### src/rtl/text_pkg.sv
// Shared constants and types for the text-mode character buffer write path.
package text_pkg;

    localparam int COLS       = 80;
    localparam int ROWS       = 4;
    localparam int FIFO_DEPTH = 4;
    localparam int COL_W      = 7;
    localparam int CHAR_W     = 6;
    localparam int ROW_W      = (ROWS > 1) ? $clog2(ROWS) : 1;
    localparam logic [CHAR_W-1:0] CLEAR_CHAR = 6'h3F;

    typedef enum logic {
        IDLE,
        CLEAR
    } sched_state_t;

    typedef struct packed {
        logic [ROW_W-1:0]  row;
        logic [COL_W-1:0]  col;
        logic [CHAR_W-1:0] chr;
    } char_req_t;

endpackage

### src/rtl/char_write_sched_if.sv
// Host request handshake, blanking input and row-buffer write bus of the scheduler.
interface char_write_sched_if #(
    parameter int ROWS = 4
) ();

    localparam int ROW_W = (ROWS > 1) ? $clog2(ROWS) : 1;

    logic             req_valid;
    logic             req_ready;
    logic [5:0]       req_char;
    logic [6:0]       req_col;
    logic [ROW_W-1:0] req_row;
    logic             clear_req;
    logic             video_active;
    logic [ROWS-1:0]  wr_en;
    logic [6:0]       wr_col;
    logic [5:0]       wr_char;
    logic             busy;
    logic             oob;

    modport master (
        output req_valid, req_char, req_col, req_row, clear_req, video_active,
        input  req_ready, wr_en, wr_col, wr_char, busy, oob
    );

    modport slave (
        input  req_valid, req_char, req_col, req_row, clear_req, video_active,
        output req_ready, wr_en, wr_col, wr_char, busy, oob
    );

endinterface

### src/rtl/char_req_fifo.sv
// Generic synchronous FIFO with first-word fall-through read data.
module char_req_fifo #(
    parameter int WIDTH = 8,
    parameter int DEPTH = 4
) (
    input  logic             clk,
    input  logic             rst_n,
    input  logic             push,
    input  logic [WIDTH-1:0] push_data,
    input  logic             pop,
    output logic [WIDTH-1:0] pop_data,
    output logic             full,
    output logic             empty
);

    localparam int PTR_W = (DEPTH > 1) ? $clog2(DEPTH) : 1;

    logic [WIDTH-1:0] mem [DEPTH];
    logic [PTR_W:0]   wr_ptr;
    logic [PTR_W:0]   rd_ptr;

    // Extra pointer bit distinguishes full from empty when the indices match.
    assign empty    = (wr_ptr == rd_ptr);
    assign full     = (wr_ptr[PTR_W] != rd_ptr[PTR_W]) &&
                      (wr_ptr[PTR_W-1:0] == rd_ptr[PTR_W-1:0]);
    assign pop_data = mem[rd_ptr[PTR_W-1:0]];

    always_ff @(posedge clk or negedge rst_n) begin
        if (!rst_n) begin
            wr_ptr <= '0;
            rd_ptr <= '0;
        end else begin
            if (push && !full)
                wr_ptr <= wr_ptr + 1'b1;
            if (pop && !empty)
                rd_ptr <= rd_ptr + 1'b1;
        end
    end

    always_ff @(posedge clk) begin
        if (push && !full)
            mem[wr_ptr[PTR_W-1:0]] <= push_data;
    end

endmodule

### src/rtl/char_write_sched.sv
// Queues host character writes and issues them, or a full-screen clear, only during blanking.
module char_write_sched #(
    parameter int         COLS       = text_pkg::COLS,
    parameter int         ROWS       = text_pkg::ROWS,
    parameter int         FIFO_DEPTH = text_pkg::FIFO_DEPTH,
    parameter logic [5:0] CLEAR_CHAR = text_pkg::CLEAR_CHAR
) (
    input logic              clk,
    input logic              rst_n,
    char_write_sched_if.slave bus
);

    import text_pkg::*;

    localparam logic [COL_W-1:0] LAST_COL = COL_W'(COLS - 1);
    localparam logic [ROW_W-1:0] LAST_ROW = ROW_W'(ROWS - 1);

    sched_state_t     state;
    logic             clear_pend;
    logic [ROW_W-1:0] cell_row;
    logic [COL_W-1:0] cell_col;
    logic [ROWS-1:0]  wr_en;
    logic [COL_W-1:0] wr_col;
    logic [5:0]       wr_char;
    logic             oob;

    char_req_t push_req;
    char_req_t head_req;
    logic [$bits(char_req_t)-1:0] head_vec;
    logic fifo_full;
    logic fifo_empty;
    logic push;
    logic pop;
    logic head_oob;

    assign push_req = '{row: bus.req_row, col: bus.req_col, chr: bus.req_char};
    assign head_req = char_req_t'(head_vec);

    assign bus.req_ready = !fifo_full && !clear_pend && (state != CLEAR);
    assign push          = bus.req_valid && bus.req_ready;
    // Queued requests drain even while a clear is pending, preserving program order.
    assign pop           = (state == IDLE) && !fifo_empty && !bus.video_active;
    assign head_oob      = (int'(head_req.col) >= COLS) || (int'(head_req.row) >= ROWS);

    char_req_fifo #(
        .WIDTH ($bits(char_req_t)),
        .DEPTH (FIFO_DEPTH)
    ) u_fifo (
        .clk       (clk),
        .rst_n     (rst_n),
        .push      (push),
        .push_data (push_req),
        .pop       (pop),
        .pop_data  (head_vec),
        .full      (fifo_full),
        .empty     (fifo_empty)
    );

    always_ff @(posedge clk or negedge rst_n) begin
        if (!rst_n) begin
            state      <= IDLE;
            clear_pend <= 1'b0;
            cell_row   <= '0;
            cell_col   <= '0;
            wr_en      <= '0;
            wr_col     <= '0;
            wr_char    <= '0;
            oob        <= 1'b0;
        end else begin
            wr_en <= '0;
            oob   <= 1'b0;
            if (bus.clear_req && !clear_pend && (state != CLEAR))
                clear_pend <= 1'b1;
            case (state)
                IDLE: begin
                    if (clear_pend && fifo_empty) begin
                        state    <= CLEAR;
                        cell_row <= '0;
                        cell_col <= '0;
                    end else if (pop) begin
                        if (head_oob) begin
                            oob <= 1'b1;
                        end else begin
                            wr_en[head_req.row] <= 1'b1;
                            wr_col              <= head_req.col;
                            wr_char             <= head_req.chr;
                        end
                    end
                end
                CLEAR: begin
                    // Counter holds while the display is reading the buffers.
                    if (!bus.video_active) begin
                        wr_en[cell_row] <= 1'b1;
                        wr_col          <= cell_col;
                        wr_char         <= CLEAR_CHAR;
                        if (cell_col == LAST_COL) begin
                            cell_col <= '0;
                            if (cell_row == LAST_ROW) begin
                                cell_row   <= '0;
                                clear_pend <= 1'b0;
                                state      <= IDLE;
                            end else begin
                                cell_row <= cell_row + 1'b1;
                            end
                        end else begin
                            cell_col <= cell_col + 1'b1;
                        end
                    end
                end
                default: state <= IDLE;
            endcase
        end
    end

    assign bus.wr_en   = wr_en;
    assign bus.wr_col  = wr_col;
    assign bus.wr_char = wr_char;
    assign bus.oob     = oob;
    assign bus.busy    = !fifo_empty || clear_pend || (state != IDLE);

endmodule

### src/flat_wrapper.sv
// flat-port wrapper written by rule: the top's interface ports become plain ports
module char_write_sched_flat import text_pkg::*;
#(
    parameter int         COLS       = text_pkg::COLS,
    parameter int         ROWS       = text_pkg::ROWS,
    parameter int         FIFO_DEPTH = text_pkg::FIFO_DEPTH,
    parameter logic [5:0] CLEAR_CHAR = text_pkg::CLEAR_CHAR
)
  (clk, rst_n, bus_req_valid, bus_req_char, bus_req_col, bus_req_row, bus_clear_req, bus_video_active, bus_req_ready, bus_wr_en, bus_wr_col, bus_wr_char, bus_busy, bus_oob);
  char_write_sched_if #(.ROWS(ROWS)) bus_i ();
  input logic clk;
  input logic rst_n;
  input wire logic [$bits(bus_i.req_valid)-1:0] bus_req_valid;
  input wire logic [$bits(bus_i.req_char)-1:0] bus_req_char;
  input wire logic [$bits(bus_i.req_col)-1:0] bus_req_col;
  input wire logic [$bits(bus_i.req_row)-1:0] bus_req_row;
  input wire logic [$bits(bus_i.clear_req)-1:0] bus_clear_req;
  input wire logic [$bits(bus_i.video_active)-1:0] bus_video_active;
  output wire logic [$bits(bus_i.req_ready)-1:0] bus_req_ready;
  output wire logic [$bits(bus_i.wr_en)-1:0] bus_wr_en;
  output wire logic [$bits(bus_i.wr_col)-1:0] bus_wr_col;
  output wire logic [$bits(bus_i.wr_char)-1:0] bus_wr_char;
  output wire logic [$bits(bus_i.busy)-1:0] bus_busy;
  output wire logic [$bits(bus_i.oob)-1:0] bus_oob;
  assign bus_i.req_valid = bus_req_valid;
  assign bus_i.req_char = bus_req_char;
  assign bus_i.req_col = bus_req_col;
  assign bus_i.req_row = bus_req_row;
  assign bus_i.clear_req = bus_clear_req;
  assign bus_i.video_active = bus_video_active;
  assign bus_req_ready = bus_i.req_ready;
  assign bus_wr_en = bus_i.wr_en;
  assign bus_wr_col = bus_i.wr_col;
  assign bus_wr_char = bus_i.wr_char;
  assign bus_busy = bus_i.busy;
  assign bus_oob = bus_i.oob;
  char_write_sched #(.COLS(COLS), .ROWS(ROWS), .FIFO_DEPTH(FIFO_DEPTH), .CLEAR_CHAR(CLEAR_CHAR)) u_core (.clk(clk), .rst_n(rst_n), .bus(bus_i));
endmodule
### config.mk
export PLATFORM = sky130hd
export DESIGN_NAME = char_write_sched_flat
export DESIGN_NICKNAME = d
export VERILOG_FILES = /design/src/rtl/text_pkg.sv /design/src/rtl/char_write_sched_if.sv /design/src/rtl/char_req_fifo.sv /design/src/rtl/char_write_sched.sv /design/src/flat_wrapper.sv
export SDC_FILE = /design/constraint.sdc
export NUM_CORES = 1
export LEC_CHECK = 0
export ABC_CLOCK_PERIOD_IN_PS = 3140
export BUFFER_PORTS_ARGS = -buffer_cell sky130_fd_sc_hd__buf_2
export CORE_ASPECT_RATIO = 2
export CORE_MARGIN = 1.5
export CORE_UTILIZATION = 45
export CTS_CLUSTER_DIAMETER = 200
export DETAILED_ROUTE_END_ITERATION = 7
export GPL_ROUTABILITY_DRIVEN = 0
export PLACE_DENSITY = 0.63
export SKIP_CTS_REPAIR_TIMING = 1
export SLEW_MARGIN = 5
export SYNTH_ARGS = -nofsm -noshare
export SYNTH_HDL_FRONTEND = slang
export SYNTH_SLANG_ARGS = --single-unit
### constraint.sdc
create_clock -name clk -period 3.14 [get_ports clk]
set_clock_uncertainty 0.15 [all_clocks]
set_input_delay 0.785 -clock clk [delete_from_list [all_inputs] [get_ports clk]]
set_output_delay 0.785 -clock clk [all_outputs]
set_load 0.05 [all_outputs]
==> metrics.csv, run 1 <==
stage,metric,value,unit
sta,setup violators final,0,
synth,Post-synth EDFFs,60,
power_and_ir_drop,internal power,2517,uW
synth,Async SR Flop Fraction,36.84,%
sta,"Slew Viols, Final",0,
grt,largest net degree at the start of global routing,36,
synth,Mapped Area,0.003961,sq mm
grt,initial antenna violation count,0,
detailed_routing,ANT nets after route,0,
power_and_ir_drop,clock group share of total power,28.8,%
placement,placed instance area,0.004315,sq mm
die,die area,0.009409,sq mm
setup_path,Critical Path Fanout Max,4,
layout,Nets,332,
setup_path,crit-path leading delay family,simple AND/OR/NAND/NOR gates,
power_and_ir_drop,net switching power,1209,uW
outcome,outcome,"complete, no violations",
layout,diode count,0,
sta,fin worst setup slack,0.4448,ns
die,# IOs,40,
power_and_ir_drop,maximum VDD drop,0.3978,mV
job,Max Cap Viol,0,
sta,Worst-Margin Slew,0.8432,ns
grt,GR Util met2,32.37,%
die,core area,0.008588,sq mm
detailed_routing,routed wire length per instance,18.39,um
clock_network,clock sinks,95,
clock_network,Num CTS Buffers,9,
grt,Total GRT Usage,17.23,%
die,DIE WIDTH,69.35,um
synth,Post-Syn Nets,280,
sta,Tcrit/Tclk final,85.83,%
sta,RSZ-0062 raised after global routing,no,
clock_network,root buffer cell,clkbuf_16,
clock_network,Max Root-Sink Buffers,2,
power_and_ir_drop,power share of the sequential group,41.9,%
sta,headroom to the max-slew limit,43.79,%
worst_hold_path,class of the worst hold path,flip-flop to flip-flop,
detailed_routing,vias,2274,
detailed_routing,Post-Route WL,7483,um
grt,met3 usage,3.795,%
power_and_ir_drop,Pwr Density,807.4,mW/mm^2
sta,count of final hold-check violations,0,
grt,first-pass GRT wire length,12080,um
synth,Post-Syn Instances,250,
placement,DPL Wire Length,5198,um
sta,min Tclk post-route,2.695,ns
setup_path,CP Launch Type,flip-flop,
synth,Yosys reg bits,95,
layout,Filler cells,756,
grt,vias in the first global route,2417,
layout,post-route cell area,0.004614,sq mm
placement,IO Port Bufs,39,
sta,max frequency,0.3710,GHz
clock_network,# H-tree levels,3,
setup_path,worst path bufs/invs,1,
power_and_ir_drop,Leak,0.001742,uW
synth,sequential fraction of the synthesis area,67.59,%
detailed_routing,drt drc,0,
grt,grt ovf,0,
detailed_routing,DRT Pass-1 Iters,4,
synth,ys flop type,edfxtp_1,
synth,Yosys cell types,43,
grt,GR Util met1,17.56,%
placement,pre-CTS setup slack,0.7962,ns
die,initial core utilization,46.12,%
grt,global routing's busiest layer,met2,
layout,share of layout cells above drive strength 1,28.99,%
clock_network,CTS tree,yes,
layout,layout overhead on the synthesized area,16.49,%
die,site row count,48,
setup_path,critical path cell sequence,xnor2_1 > nand3_1 > or2_2 > buf_2,
setup_path,"Slowest-stage cell, CP",dfrtp_1,
clock_network,"Clk Latency, worst-skew pair",0.34,ns
setup_path,Crit Path Class,flip-flop to output pin,
synth,"Avg Cell Area, Syn",15.85,sq um
power_and_ir_drop,Switching Fraction,32.45,%
detailed_routing,Vias/cell,5.587,
sta,Sum Neg Setup Slack,0,ns
setup_path,crit end category,output pin,
setup_path,"Arr. time, crit path",1.76,ns
synth,Synth Warn #,0,
detailed_routing,initial drt markers,120,
setup_path,Worst path max stage delay,0.42,ns
power_and_ir_drop,Gate power share,29.2,%
clock_network,clk slew on worst S/H paths,0.06,ns
setup_path,Critical Path RT,2.20,ns
die,Die Span Y,135.7,um
==> metal layers <==
layer	vias up	part of all wire, %
li1	1065	-
met1	1148	37
met4	0	3.1
met5	-	0
met3	14	2.7
met2	47	57
==> through the flow <==
stage | total power (uW) | hold WS, ns | std cells | util (%)
2_1_floorplan | 2407 | 0.3394 | 250 | -
3_3_place_gp | 2673 | 0.3555 | 391 | 50.25
3_5_place_dp | 2696 | 0.3526 | 391 | 50.25
4_1_cts | 3765 | 0.3688 | 407 | 53.73
5_1_grt | 3906 | 0.3907 | 407 | 53.73
6_report | 3726 | 0.3621 | 407 | 53.73
==> worst reg2reg max path, delay by kind of cell (launching register included) <==
| kind | cells | cell delay, ns |
|---|---|---|
| AND/OR/NAND/NOR | 2 | 0.57 |
| AO/OA/AOI/OAI | 1 | 0.50 |
| flip-flops | 1 | 0.47 |
| buffers and inverters | 1 | 0.28 |
==> power groups by stage <==
| stage | logic (uW) | clock network (uW) | registers (uW) |
|---|---|---|---|
| finish | 1090 | 1070 | 1560 |
| global route | 1180 | 1150 | 1580 |
| CTS | 1110 | 1090 | 1570 |
| detailed placement | 1100 | 0 | 1590 |
| global placement | 1090 | 0 | 1590 |
| floorplan | 653 | 0 | 1750 |
==> cells in the mapped netlist, types with 2 or more instances <==
cell / n / area, sq um
and3_1: 3 / 18.77
ha_1: 10 / 125.1
nand3_1: 6 / 30.03
a21oi_1: 6 / 30.03
and2_1: 4 / 25.02
buf_2: 3 / 15.01
xnor2_1: 5 / 43.79
dfrtp_1: 35 / 875.8
clkbuf_1: 4 / 15.01
mux4_2: 15 / 337.8
xor2_1: 3 / 26.28
o21ai_1: 9 / 45.04
a31oi_1: 4 / 25.02
nor2_1: 2 / 7.510
nand2b_1: 5 / 31.28
inv_1: 10 / 37.54
o21ai_0: 17 / 85.08
or2_2: 2 / 12.51
a311oi_2: 2 / 30.03
nand2_1: 11 / 41.29
edfxtp_1: 60 / 1802
o22a_1: 6 / 52.55
mux2i_1: 8 / 80.08
==> state kept, by name, summed over array words and instances, names as in the netlist, 2 cells and up <==
signal and cells:
u_core.cell_row 2, u_core.bus.wr_col 7, u_core.u_fifo.rd_ptr 3, u_core.u_fifo.mem 60, u_core.cell_col 7, u_core.bus.wr_en 4
u_core.bus.wr_char 6, u_core.u_fifo.wr_ptr 3
==> path summary, 6_finish.rpt <==
| kind | from | end | slack [ns] | cells after the start |
|---|---|---|---|---|
| setup / recovery | u_core.u_fifo.rd_ptr[2] | bus_busy | 0.44 | 4 |
| hold / removal | u_core.bus.wr_col[3] | u_core.bus.wr_col[3] | 0.36 | 2 |
| setup reg to reg | u_core.state | u_core.u_fifo.mem[3][3] | 0.85 | 4 |
| hold reg to reg | u_core.bus.wr_col[3] | u_core.bus.wr_col[3] | 0.36 | 2 |
| max in group asynchronous | rst_n | u_core.bus.wr_char[1] | 1.90 | 1 |
| min in group asynchronous | rst_n | u_core.cell_row[1] | 0.38 | 1 |
==> kinds of logic after synthesis <==
logic type	count (synthesis)	synth area share (%)
compound gates	53	8.813
xor+xnor	8	1.769
fa+ha+maj	10	3.159
flops	95	67.59
simple gates	42	5.844
mux	24	10.83
buf+inv	18	1.990
==> placed cells by master (no fill, tap or decap), types with 4 or more instances in the layout <==
cell type	instances
a21oi_1	6
a31oi_1	4
and2_1	4
buf_2	39
buf_4	10
clkbuf_16	9
dfrtp_1	35
edfxtp_1	60
ha_1	10
inv_1	10
mux2i_1	8
mux4_2	15
nand2_1	11
nand2b_1	5
nand3_1	6
o21ai_0	17
o21ai_1	9
o22a_1	6
xnor2_1	5
==> cell type report <==
cell class              count  area (sq um)  area share [%]
clock buffers              10         239.0           5.179
clock inverters             6         60.06           1.302
flip-flops and latches     95          2678           58.03
inverters                  10         37.54          0.8134
well taps                 100         125.1           2.711
multi-input cells         137          1205           26.11
repair buffers             49         270.3           5.857
No activity file was read; power rests on OpenSTA's default activity.
==> run 2: changes to the inputs <==
- GPL_TIMING_DRIVEN: default -> 1
- REMOVE_ABC_BUFFERS: default -> 1
==> metrics.csv, run 2 (synthesis gave the netlist of run 1 again) <==
stage,metric,value,unit
worst_hold_path,class of the worst hold path,flip-flop to flip-flop,
layout,Nets,330,
detailed_routing,drt drc,0,
setup_path,Crit Path Class,flip-flop to output pin,
die,die area,0.009409,sq mm
clock_network,root buffer cell,clkbuf_16,
placement,DPL Wire Length,5170,um
outcome,outcome,"complete, no violations",
detailed_routing,Post-Route WL,7376,um
layout,layout overhead on the synthesized area,16.08,%
die,site row count,48,
clock_network,"Clk Latency, worst-skew pair",0.33,ns
clock_network,# H-tree levels,3,
sta,Tcrit/Tclk final,89.92,%
sta,fin worst setup slack,0.3166,ns
clock_network,clk slew on worst S/H paths,0.07,ns
clock_network,Num CTS Buffers,9,
die,initial core utilization,46.12,%
detailed_routing,routed wire length per instance,18.21,um
clock_network,CTS tree,yes,
grt,largest net degree at the start of global routing,36,
power_and_ir_drop,Pwr Density,802.7,mW/mm^2
detailed_routing,DRT Pass-1 Iters,4,
sta,Worst-Margin Slew,0.8108,ns
sta,"Slew Viols, Final",0,
layout,max FFs per register,60,
grt,vias in the first global route,2302,
setup_path,CP Launch Type,flip-flop,
sta,min Tclk post-route,2.823,ns
sta,headroom to the max-slew limit,45.95,%
detailed_routing,vias,2256,
setup_path,crit end category,output pin,
layout,most frequent cells in the layout,"60 x edfxtp_1, 39 x buf_2, 35 x dfrtp_1",
grt,grt ovf,0,
sta,max frequency,0.3542,GHz
detailed_routing,ANT nets after route,0,
layout,diode count,0,
detailed_routing,initial drt markers,140,
sta,RSZ-0062 raised after global routing,no,
detailed_routing,Vias/cell,5.570,
grt,Total GRT Usage,16.89,%
placement,pre-CTS setup slack,0.6672,ns
layout,share of layout cells above drive strength 1,28.20,%
clock_network,clock sinks,95,
layout,"most common cell after layout, fill and taps aside",edfxtp_1,
grt,first-pass GRT wire length,11850,um
sta,count of final hold-check violations,0,
clock_network,Max Root-Sink Buffers,2,
job,Max Cap Viol,0,
sta,Sum Neg Setup Slack,0,ns
placement,IO Port Bufs,39,
power_and_ir_drop,maximum VDD drop,0.4266,mV
sta,setup violators final,0,
power_and_ir_drop,Leak,0.001731,uW
setup_path,Critical Path Fanout Max,6,
setup_path,Critical Path RT,2.20,ns
die,DIE WIDTH,69.35,um
die,Die Span Y,135.7,um
die,core area,0.008588,sq mm
die,# IOs,40,
grt,initial antenna violation count,0,
setup_path,"Arr. time, crit path",1.89,ns
## run 2: cell count changes in the layout (fill, tap and decap cells not counted)
cell and delta:
clkinv_1 +1, clkinv_4 +2, clkinvlp_4 -1, clkbuf_8 -1
inv_6 +1, clkinv_2 -2, buf_4 -2
## run 2: stage by stage
stage          std cells  instance area (sq um)  utilization (%)  power, uW  hold WS [ns]
6_report             405                   4598            53.54       3691        0.3569
3_5_place_dp         389                   4300            50.07       2664        0.3506
5_1_grt              405                   4598            53.54       3893        0.3882
2_1_floorplan        242                   3920                -       2370        0.3394
4_1_cts              405                   4598            53.54       3736        0.3650
3_3_place_gp         389                   4300            50.07       2640        0.3443
## run 2: power by group
part | internal (uW) | total [uW] | switching (uW)
Sequential | 1450 | 1560 | 110
Clock | 618 | 1070 | 448
Combinational | 404 | 1060 | 659
## run 2: worst max-delay path, stage by stage (launching register included)
cell and delay [ns]:
dfrtp_1 0.43, xnor2_1 0.45, nand3_1 0.15, or2_2 0.32
buf_2 0.21
## run 2: worst paths after layout
check                      depth (start not counted)  slack [ns]                        to                    start
setup / recovery                                   4        0.32                  bus_busy  u_core.u_fifo.wr_ptr[0]
hold / removal                                     1        0.36     u_core.bus.wr_char[1]    u_core.bus.wr_char[1]
setup reg to reg                                   4        0.73  u_core.u_fifo.mem[0][10]             u_core.state
hold reg to reg                                    1        0.36     u_core.bus.wr_char[1]    u_core.bus.wr_char[1]
max in group asynchronous                          1        1.93        u_core.cell_col[5]                    rst_n
min in group asynchronous                          1        0.39       u_core.bus.wr_en[0]                    rst_n
## run 2: layout make-up
type | count | area, sq um
fill | 740 | 3990
tap | 100 | 125.1
inverter | 10 | 37.54
multi-input combinational | 137 | 1205
timing repair buffer | 47 | 255.2
clock buffer | 9 | 225.2
sequential | 95 | 2678
clock inverter | 7 | 72.57
## run 2: routing by layer
layer  vias to the layer above  global-route usage [%]  share of wire, %
met5                         -                       0                 0
met4                         0                   8.715               2.5
met1                      1143                   18.86                38
met2                        43                   30.45                57
li1                       1059                       -                 -
met3                        11                   2.976               2.8
==> run 3: changes to the inputs <==
- CORE_ASPECT_RATIO: 2 -> 1.75
==> metrics.csv, run 3 (synthesis gave the netlist of run 1 again) <==
stage,metric,value,unit
sta,Sum Neg Setup Slack,0,ns
layout,"most common cell after layout, fill and taps aside",edfxtp_1,
sta,Hold Slack,0.3688,ns
die,die area,0.009397,sq mm
setup_path,CP Launch Type,flip-flop,
placement,IO Port Bufs,39,
clock_network,CTS tree,yes,
power_and_ir_drop,internal power,2578,uW
clock_network,# H-tree levels,3,
power_and_ir_drop,Gate power share,28.2,%
power_and_ir_drop,Pwr Density,815.5,mW/mm^2
detailed_routing,DRT Pass-1 Iters,4,
grt,first-pass GRT wire length,11850,um
die,site row count,45,
job,Max Cap Viol,0,
detailed_routing,Vias/cell,5.318,
power_and_ir_drop,power share of the sequential group,41.3,%
clock_network,Max Root-Sink Buffers,2,
detailed_routing,drt drc,0,
detailed_routing,routed wire length per instance,17.42,um
sta,Tcrit/Tclk final,90.18,%
sta,"Slew Viols, Final",0,
grt,largest net degree at the start of global routing,36,
sta,max frequency,0.3531,GHz
layout,Nets,330,
die,Die Span Y,127.1,um
power_and_ir_drop,clock group share of total power,30.4,%
setup_path,"Arr. time, crit path",1.90,ns
power_and_ir_drop,net switching power,1206,uW
worst_hold_path,class of the worst hold path,flip-flop to flip-flop,
grt,Total GRT Usage,17.47,%
layout,layout overhead on the synthesized area,17.12,%
die,DIE WIDTH,73.93,um
clock_network,clk slew on worst S/H paths,0.06,ns
layout,most frequent cells in the layout,"60 x edfxtp_1, 39 x buf_2, 35 x dfrtp_1",
placement,DPL Wire Length,5003,um
detailed_routing,vias,2244,
sta,RSZ-0062 raised after global routing,no,
setup_path,Critical Path RT,2.20,ns
die,core area,0.008615,sq mm
die,initial core utilization,45.98,%
clock_network,Num CTS Buffers,9,
layout,max FFs per register,60,
layout,utilization after layout,53.86,%
detailed_routing,initial drt markers,116,
sta,headroom to the max-slew limit,45.96,%
sta,setup violators final,0,
grt,grt ovf,0,
setup_path,Critical Path Fanout Max,6,
clock_network,root buffer cell,clkbuf_16,
clock_network,"Clk Latency, worst-skew pair",0.33,ns
setup_path,Crit Path Class,flip-flop to output pin,
layout,diode count,0,
detailed_routing,ANT nets after route,0,
outcome,outcome,"complete, no violations",
sta,min Tclk post-route,2.832,ns
layout,share of layout cells above drive strength 1,27.54,%
grt,initial antenna violation count,0,
power_and_ir_drop,maximum VDD drop,0.3988,mV
power_and_ir_drop,Switching Fraction,31.87,%
grt,vias in the first global route,2392,
sta,count of final hold-check violations,0,
die,# IOs,40,
power_and_ir_drop,Leak,0.001738,uW
clock_network,clock sinks,95,
sta,Worst-Margin Slew,0.8106,ns
setup_path,crit end category,output pin,
detailed_routing,Post-Route WL,7352,um
-- run 3: stage by stage --
stage / total power (uW) / area (sq um) / std cells / setup WS (ns)
4_1_cts: 3827 / 4639 / 422 / 0.2966
5_1_grt: 3961 / 4639 / 422 / 0.1919
6_report: 3784 / 4639 / 422 / 0.3083
3_5_place_dp: 2669 / 4322 / 406 / 0.6632
2_1_floorplan: 2370 / 3920 / 242 / 0.04129
3_3_place_gp: 2651 / 4322 / 406 / 0.7142
-- run 3: final timing paths --
kind	from	to	slack, ns	cells past startpoint
worst max register to register	u_core.u_fifo.rd_ptr[0]	u_core.bus.wr_en[0]	0.77	5
worst min register to register	u_core.bus.wr_col[2]	u_core.bus.wr_col[2]	0.37	2
min in group asynchronous	rst_n	u_core.bus.wr_col[0]	0.38	1
worst min-delay path	u_core.bus.wr_col[2]	u_core.bus.wr_col[2]	0.37	2
worst max-delay path	u_core.u_fifo.wr_ptr[0]	bus_busy	0.31	4
max in group asynchronous	rst_n	u_core.bus.wr_char[5]	1.93	1
-- run 3: routing by layer --
layer	share of wire [%]	routed length, um	vias up	GRT usage, %
met3	2.1	153	13	3.312
met5	0	0	-	0
met1	40	2948	1139	19.75
met4	2.5	184	0	9.368
met2	55	4065	35	30.20
li1	-	-	1057	-
-- run 3: power groups by stage --
stage / clock network, uW / registers [uW] / logic, uW
6_report: 1150 / 1560 / 1070
3_5_place_dp: 0 / 1590 / 1080
5_1_grt: 1220 / 1580 / 1160
4_1_cts: 1170 / 1560 / 1090
3_3_place_gp: 0 / 1580 / 1070
2_1_floorplan: 0 / 1830 / 536
-- run 3: area by class of cell --
type | count | area (sq um)
Tap cell | 117 | 146.4
Inverter | 10 | 37.54
Multi-Input combinational cell | 137 | 1205
Clock inverter | 3 | 67.56
Clock buffer | 13 | 250.2
Fill cell | 717 | 3975
Sequential cell | 95 | 2678
Timing Repair Buffer | 47 | 255.2
-- run 3: worst max-delay path: stages (launching register included) --
cell and delay [ns]:
dfrtp_1 0.43, xnor2_1 0.45, nand3_1 0.16, or2_2 0.32, buf_2 0.21
